$ cat src/rtl/tiny_fpga_pkg.sv
// -----------------------------------------------------------------------------
// tiny_fpga_pkg
// Purpose : shared sizes and configuration-field layout for the tiny FPGA
//           fabric, plus a helper that packs one cell's configuration word.
// Ports   : none (package).
// -----------------------------------------------------------------------------
package tiny_fpga_pkg;

   localparam int NUM_CELLS  = 8;
   localparam int CELL_BITS  = 33;
   localparam int CHAIN_LEN  = 272;
   localparam int OE_BASE    = 264;
   localparam int OE_BITS    = 8;

   // Field offsets inside one cell's configuration word
   localparam int LUT_LSB    = 0;
   localparam int LUT_W      = 16;
   localparam int SEL0_LSB   = 16;
   localparam int SEL1_LSB   = 20;
   localparam int SEL2_LSB   = 24;
   localparam int SEL3_LSB   = 28;
   localparam int SEL_W      = 4;
   localparam int REGOUT_BIT = 32;

   // Pack LUT, the four source selects and the output-register flag
   function automatic logic [CELL_BITS-1:0] cell_cfg(
      input logic [LUT_W-1:0] lut,
      input logic [SEL_W-1:0] sel0,
      input logic [SEL_W-1:0] sel1,
      input logic [SEL_W-1:0] sel2,
      input logic [SEL_W-1:0] sel3,
      input logic             reg_out
   );
      cell_cfg = {reg_out, sel3, sel2, sel1, sel0, lut};
   endfunction

endpackage

$ cat src/rtl/tiny_fpga_cell.sv
// -----------------------------------------------------------------------------
// tiny_fpga_cell
// Purpose : one logic cell: four 16:1 source muxes feeding a LUT4, a q flop
//           that follows the LUT unless held, and an output mux choosing
//           the LUT (combinational) or q (registered).
// Ports   : clk       fabric clock
//           prog_rst  synchronous active-high clear of q
//           hold      freeze q (configuration in progress)
//           cfg       cell configuration word
//           src       16 candidate sources: [7:0] pins, [15:8] cell q values
//           q         registered LUT value (feedback source for other cells)
//           cell_out  cell output
// -----------------------------------------------------------------------------
module tiny_fpga_cell
   import tiny_fpga_pkg::*;
(
   input  logic                 clk,
   input  logic                 prog_rst,
   input  logic                 hold,
   input  logic [CELL_BITS-1:0] cfg,
   input  logic [15:0]          src,
   output logic                 q,
   output logic                 cell_out
);

   logic [LUT_W-1:0] lut_tab_s;
   logic [3:0]       idx_s;
   logic             lut_s;
   logic             q_d;
   logic             q_q;

   // Source selection, LUT lookup, next q and output mux
   always_comb begin
      lut_tab_s = cfg[LUT_LSB +: LUT_W];
      idx_s     = {src[cfg[SEL3_LSB +: SEL_W]],
                   src[cfg[SEL2_LSB +: SEL_W]],
                   src[cfg[SEL1_LSB +: SEL_W]],
                   src[cfg[SEL0_LSB +: SEL_W]]};
      lut_s     = lut_tab_s[idx_s];
      if (hold) begin
         q_d = q_q;
      end else begin
         q_d = lut_s;
      end
      // Feedback sources are only q values, so this path never loops
      if (cfg[REGOUT_BIT]) begin
         cell_out = q_q;
      end else begin
         cell_out = lut_s;
      end
   end

   // Cell state register with synchronous clear
   always_ff @(posedge clk) begin
      if (prog_rst) begin
         q_q <= 1'b0;
      end else begin
         q_q <= q_d;
      end
   end

   assign q = q_q;

endmodule

$ cat src/rtl/tt_um_riceshelley_tiny_fpga.sv
// -----------------------------------------------------------------------------
// tt_um_riceshelley_tiny_fpga
// Purpose : tiny FPGA fabric of 8 LUT4 cells configured through a 272-bit
//           serial chain (8 x 33 cell bits, then 8 pin output enables).
//           The programming clock is treated as data and sampled on clk.
// Ports   : clk      fabric clock
//           rst_n    harness pin, unused
//           ena      harness enable, unused
//           ui_in    [0] progClk, [1] progRst (sync, active-high),
//                    [2] progEn, [3] progDataIn, [7:4] unused
//           uo_out   [0] progDataOut (chain bit 0), [7:1] zero
//           uio_in   fabric inputs
//           uio_out  cell k output on bit k
//           uio_oe   output enables from the top of the chain
// -----------------------------------------------------------------------------
module tt_um_riceshelley_tiny_fpga #(
   parameter int NUM_CELLS = 8,
   parameter int CELL_BITS = 33
) (
   input  logic       clk,
   input  logic       rst_n,
   input  logic       ena,
   input  logic [7:0] ui_in,
   output logic [7:0] uo_out,
   input  logic [7:0] uio_in,
   output logic [7:0] uio_out,
   output logic [7:0] uio_oe
);

   import tiny_fpga_pkg::*;

   logic                 prog_rst_s;
   logic                 shift_s;
   logic [15:0]          src_s;
   logic [NUM_CELLS-1:0] q_all_s;
   logic [NUM_CELLS-1:0] cell_out_s;
   logic                 unused_s;

   logic clk_meta_d, clk_meta_q, clk_sync_d, clk_sync_q, clk_prev_d, clk_prev_q;
   logic en_meta_d,  en_meta_q,  en_sync_d,  en_sync_q;
   logic din_meta_d, din_meta_q, din_sync_d, din_sync_q;
   logic [CHAIN_LEN-1:0] chain_d;
   logic [CHAIN_LEN-1:0] chain_q;

   assign prog_rst_s = ui_in[1];

   // Synchroniser next-state, progClk rising-edge detect and chain shift
   always_comb begin
      clk_meta_d = ui_in[0];
      clk_sync_d = clk_meta_q;
      clk_prev_d = clk_sync_q;
      en_meta_d  = ui_in[2];
      en_sync_d  = en_meta_q;
      din_meta_d = ui_in[3];
      din_sync_d = din_meta_q;
      // progEn and data travel through the same two stages as progClk,
      // so they are aligned with the detected edge
      shift_s    = clk_sync_q & ~clk_prev_q & en_sync_q;
      if (shift_s) begin
         chain_d = {din_sync_q, chain_q[CHAIN_LEN-1:1]};
      end else begin
         chain_d = chain_q;
      end
   end

   // Programming-side state with synchronous progRst
   always_ff @(posedge clk) begin
      if (prog_rst_s) begin
         clk_meta_q <= 1'b0;
         clk_sync_q <= 1'b0;
         clk_prev_q <= 1'b0;
         en_meta_q  <= 1'b0;
         en_sync_q  <= 1'b0;
         din_meta_q <= 1'b0;
         din_sync_q <= 1'b0;
         chain_q    <= '0;
      end else begin
         clk_meta_q <= clk_meta_d;
         clk_sync_q <= clk_sync_d;
         clk_prev_q <= clk_prev_d;
         en_meta_q  <= en_meta_d;
         en_sync_q  <= en_sync_d;
         din_meta_q <= din_meta_d;
         din_sync_q <= din_sync_d;
         chain_q    <= chain_d;
      end
   end

   // Select indices 0-7 pick pins, 8-15 pick cell q values
   assign src_s = {q_all_s, uio_in};

   for (genvar k = 0; k < NUM_CELLS; k++) begin : g_cell
      tiny_fpga_cell u_cell (
         .clk      (clk),
         .prog_rst (prog_rst_s),
         .hold     (en_sync_q),
         .cfg      (chain_q[k*CELL_BITS +: CELL_BITS]),
         .src      (src_s),
         .q        (q_all_s[k]),
         .cell_out (cell_out_s[k])
      );
   end

   assign uio_out  = cell_out_s;
   assign uio_oe   = chain_q[OE_BASE +: OE_BITS];
   assign uo_out   = {7'b000_0000, chain_q[0]};

   // Harness pins with no function in this design
   assign unused_s = &{1'b0, rst_n, ena, ui_in[7:4]};

endmodule

$ cat config.mk
export PLATFORM = sky130hd
export DESIGN_NAME = tt_um_riceshelley_tiny_fpga
export DESIGN_NICKNAME = d
export VERILOG_FILES = /design/src/rtl/tiny_fpga_pkg.sv /design/src/rtl/tiny_fpga_cell.sv /design/src/rtl/tt_um_riceshelley_tiny_fpga.sv
export SDC_FILE = /design/constraint.sdc
export NUM_CORES = 1
export LEC_CHECK = 0
export BUFFER_PORTS_ARGS = -buffer_cell sky130_fd_sc_hd__buf_2
export CAP_MARGIN = 0
export CELL_PAD_IN_SITES_DETAIL_PLACEMENT = 0
export CELL_PAD_IN_SITES_GLOBAL_PLACEMENT = 1
export CORE_UTILIZATION = 53
export CTS_CLUSTER_SIZE = 14
export DETAILED_ROUTE_END_ITERATION = 8
export PLACE_DENSITY = 0.89
export SLEW_MARGIN = 20
export SYNTH_ARGS = -nofsm -noshare
export SYNTH_HDL_FRONTEND = slang
export SYNTH_SLANG_ARGS = --single-unit
$ cat constraint.sdc
create_clock -name clk -period 4.3 [get_ports clk]
set_input_delay 0.645 -clock clk [delete_from_list [all_inputs] [get_ports clk]]
set_output_delay 0.645 -clock clk [all_outputs]
set_load 0.05 [all_outputs]
==> results.md <==
- CTS Root Buffer Type: clkbuf_16
- WP data arrival: 3500 ps
- Headroom to the max-slew limit: 0.463
- Clock network latency to the later pin of the worst-skew pair: 570 ps
- Initial Utilization: 0.539
- Core Region: 28800 um^2
- DR vias/cell: 6.09
- Sinks on the clock net: 287
- Endpoints failing setup: 0
- Worst-Margin Slew: 806 ps
- CTS tree: done
- Placer congestion estimate: 0.773
- Antenna Diode Count: 0
- Number of synthesis warnings: 0
- Horizontal extent of the die: 173 um
- Highest attainable clock frequency: 241 MHz
- Quantity of I/O buffers inserted on ports: 29
- Clock Path Buffers: 3
- Via count of the routed design: 12.2k
- Floorplan die height: 173 um
- Drt first-iter violations: 1198
- Critical path peak fanout: 9
- Setup repair after global routing missed its margin: no
- Static Leak: 5.29 nW
- Worst-case clock skew: 15.5 ps
- Overall overflow remaining after global route: 0
- Number of global-route vias before repair: 11.6k
- Syn Std Cell Area: 15500 um^2
- Area growth from synthesis to final layout: 7.01%
- Register clock-pin slew on the reported worst setup and hold paths: 60 ps
- CP Data Required Time: 3650 ps
- Wire length of the first global-routing pass: 60700 um
- Clock buffers created by TritonCTS: 31
- Number of hold-repair buffers added at the cts stage: 0
- Detailed Route WL: 36800 um
- Kind of end point of the critical path: output pin
- Worst slack at placement: 289 ps
- Layout net count: 1623
- Synth unique cells: 28
- Number of antenna violations at the first check in global routing: 0
- Sum Neg Setup Slack: 0 ps
- #FFs+latches synth: 287
- Final-report max-slew violation count: 0
- Number of placement rows: 62
- DRC viols: 0
- Final design utilization: 0.577
- Hold_ws: 307 ps
- Setup repair bufs after CTS: 0
- # Max-Cap Violations: 0
- Syn_area_per_cell: 9.14 um^2
- Largest net degree at the start of global routing: 158
- Fraction of layout cells with a size suffix above 1: 0.170
- Die area: 30000 um^2
- Fraction of the cycle the final worst path needs: 0.964
- Power density relative to cell area: 348 nW/um^2
- Most used cells in the layout excluding fill and tap cells: nand2_1 (581), dfxtp_1 (281), a21oi_1 (272)
- Most common library cell in the layout ignoring fill and taps: nand2_1
- Post-synthesis cell count: 1698
- Average wire length per cell after detail routing: 18.3 um
- Outcome: finished clean
- Final worst path period need: 4150 ps
- Total count of hold-check failures in the final report: 0
- Number of optimization iterations in the first detailed-route pass: 5
- IO Count: 43
- Post-layout power: 5.79 mW
- Startpoint class of the critical path: flip-flop
- Worst hold path class: primary input to flip-flop
- Peak supply drop: 0.000334 V
- Total global routing track utilization: 0.246
- Class of the most critical setup path: flip-flop to output pin
- Setup slack of the critical path after layout: 155 ps
- Number of H-tree levels: 1
- Residual antenna-violating net count after detailed routing: 0
- HPWL after detailed placement: 21600 um
- Proportion of synthesized chip area in sequential cells: 0.370
-- metal layers --
layer,GRT usage,share of wire,routed length (um),up-vias
li1,-,-,-,5708
met1,0.343,0.42,15500,5901
met2,0.400,0.47,17300,529
met3,0.0354,0.079,2920,89
met4,0.0737,0.027,1010,0
met5,0,0,0,-
-- registers in the layout, indices dropped and copies added (netlist names) --
name	flops
din_meta_q	1
chain_q	272
clk_prev_q	1
en_meta_q	1
clk_prev_d	1
g_cell.u_cell.q	8
din_sync_q	1
en_sync_q	1
clk_meta_q	1
-- final timing paths --
kind	slack (ps)	from	depth (start not counted)	to
hold reg to reg	440	din_sync_q$_SDFF_PP0_	2	chain_q[271]$_SDFFE_PP0P_
setup reg to reg	1630	g_cell[1].u_cell.q$_SDFFE_PP0N_	7	g_cell[4].u_cell.q$_SDFFE_PP0N_
setup / recovery	150	g_cell[1].u_cell.q$_SDFFE_PP0N_	8	uio_out[3]
hold / removal	310	ui_in[0]	2	clk_meta_q$_SDFF_PP0_
-- kinds of logic (layout without fill, tap and decap cells) --
kind of cell / Yosys count / count (layout) / synth area share
multiplexers: 224 / 224 / 0.280
buffers and inverters: 216 / 136 / 0.0651
flip-flops: 287 / 287 / 0.370
AO/OA/AOI/OAI: 320 / 320 / 0.117
other: 1 / 7 / 0.000242
AND/OR/NAND/NOR: 650 / 650 / 0.168
-- what timing repair did --
action / CTS / global route
gates cloned: 0 / 0
setup endpoints to repair: 5 / 5
pin swaps: 0 / 0
gates resized for setup: 4 / 3
-- per-stage QoR --
stage | std cells | cell area [um^2]
3_3_place_gp | 1955 | 15600
2_1_floorplan | 1704 | 15500
5_1_grt | 2008 | 16600
3_5_place_dp | 1955 | 15600
4_1_cts | 2008 | 16600
6_report | 2008 | 16600
-- cell usage after synthesis --
cell type	instances	area [um^2]
a22oi_1	27	203
clkbuf_1	150	563
inv_1	10	37.5
conb_1	1	3.75
nand3_1	5	25.0
mux2i_1	64	641
nor2b_1	20	125
buf_6	11	124
dfxtp_1	287	5750
and2_1	8	50.1
and3b_1	1	8.76
nand3b_1	9	67.6
clkbuf_4	2	15.0
or2_2	3	18.8
buf_1	7	26.3
nand2_1	581	2180
buf_2	8	40.0
a21oi_1	272	1360
nor2_1	14	52.6
o221ai_1	11	96.3
mux4_1	26	683
a221oi_2	5	75.1
buf_4	26	195
clkbuf_2	2	10.0
nor2b_4	3	41.3
nand2b_1	6	37.5
a311oi_2	5	75.1
mux4_2	134	3020
-- cell type report --
cell class,count,area [um^2]
Sequential cell,287,5750
Clock buffer,45,898
Inverter,10,37.5
Multi-Input combinational cell,1201,8790
Timing Repair Buffer,73,574
Fill cell,2507,12200
Tap cell,384,480
Clock inverter,8,73.8
-- report_power, final --
group / switching (mW) / total [mW] / internal [mW] / leakage, nW
registers: 0.0445 / 2.71 / 2.67 / 2.32
clock network: 1.07 / 2.57 / 1.49 / 0.475
logic: 0.293 / 0.507 / 0.215 / 2.50
total: 1.41 / 5.79 / 4.38 / 5.29
-- worst max-delay path, cell delays in order, from the launching register on --
cell and delay [ps]:
dfxtp_1 440, buf_4 250, mux4_1 530, mux4_2 630
mux2i_1 180, a22oi_1 280, a311oi_2 140, a221oi_2 200
clkbuf_4 280
(Power assumes the default switching activity.)
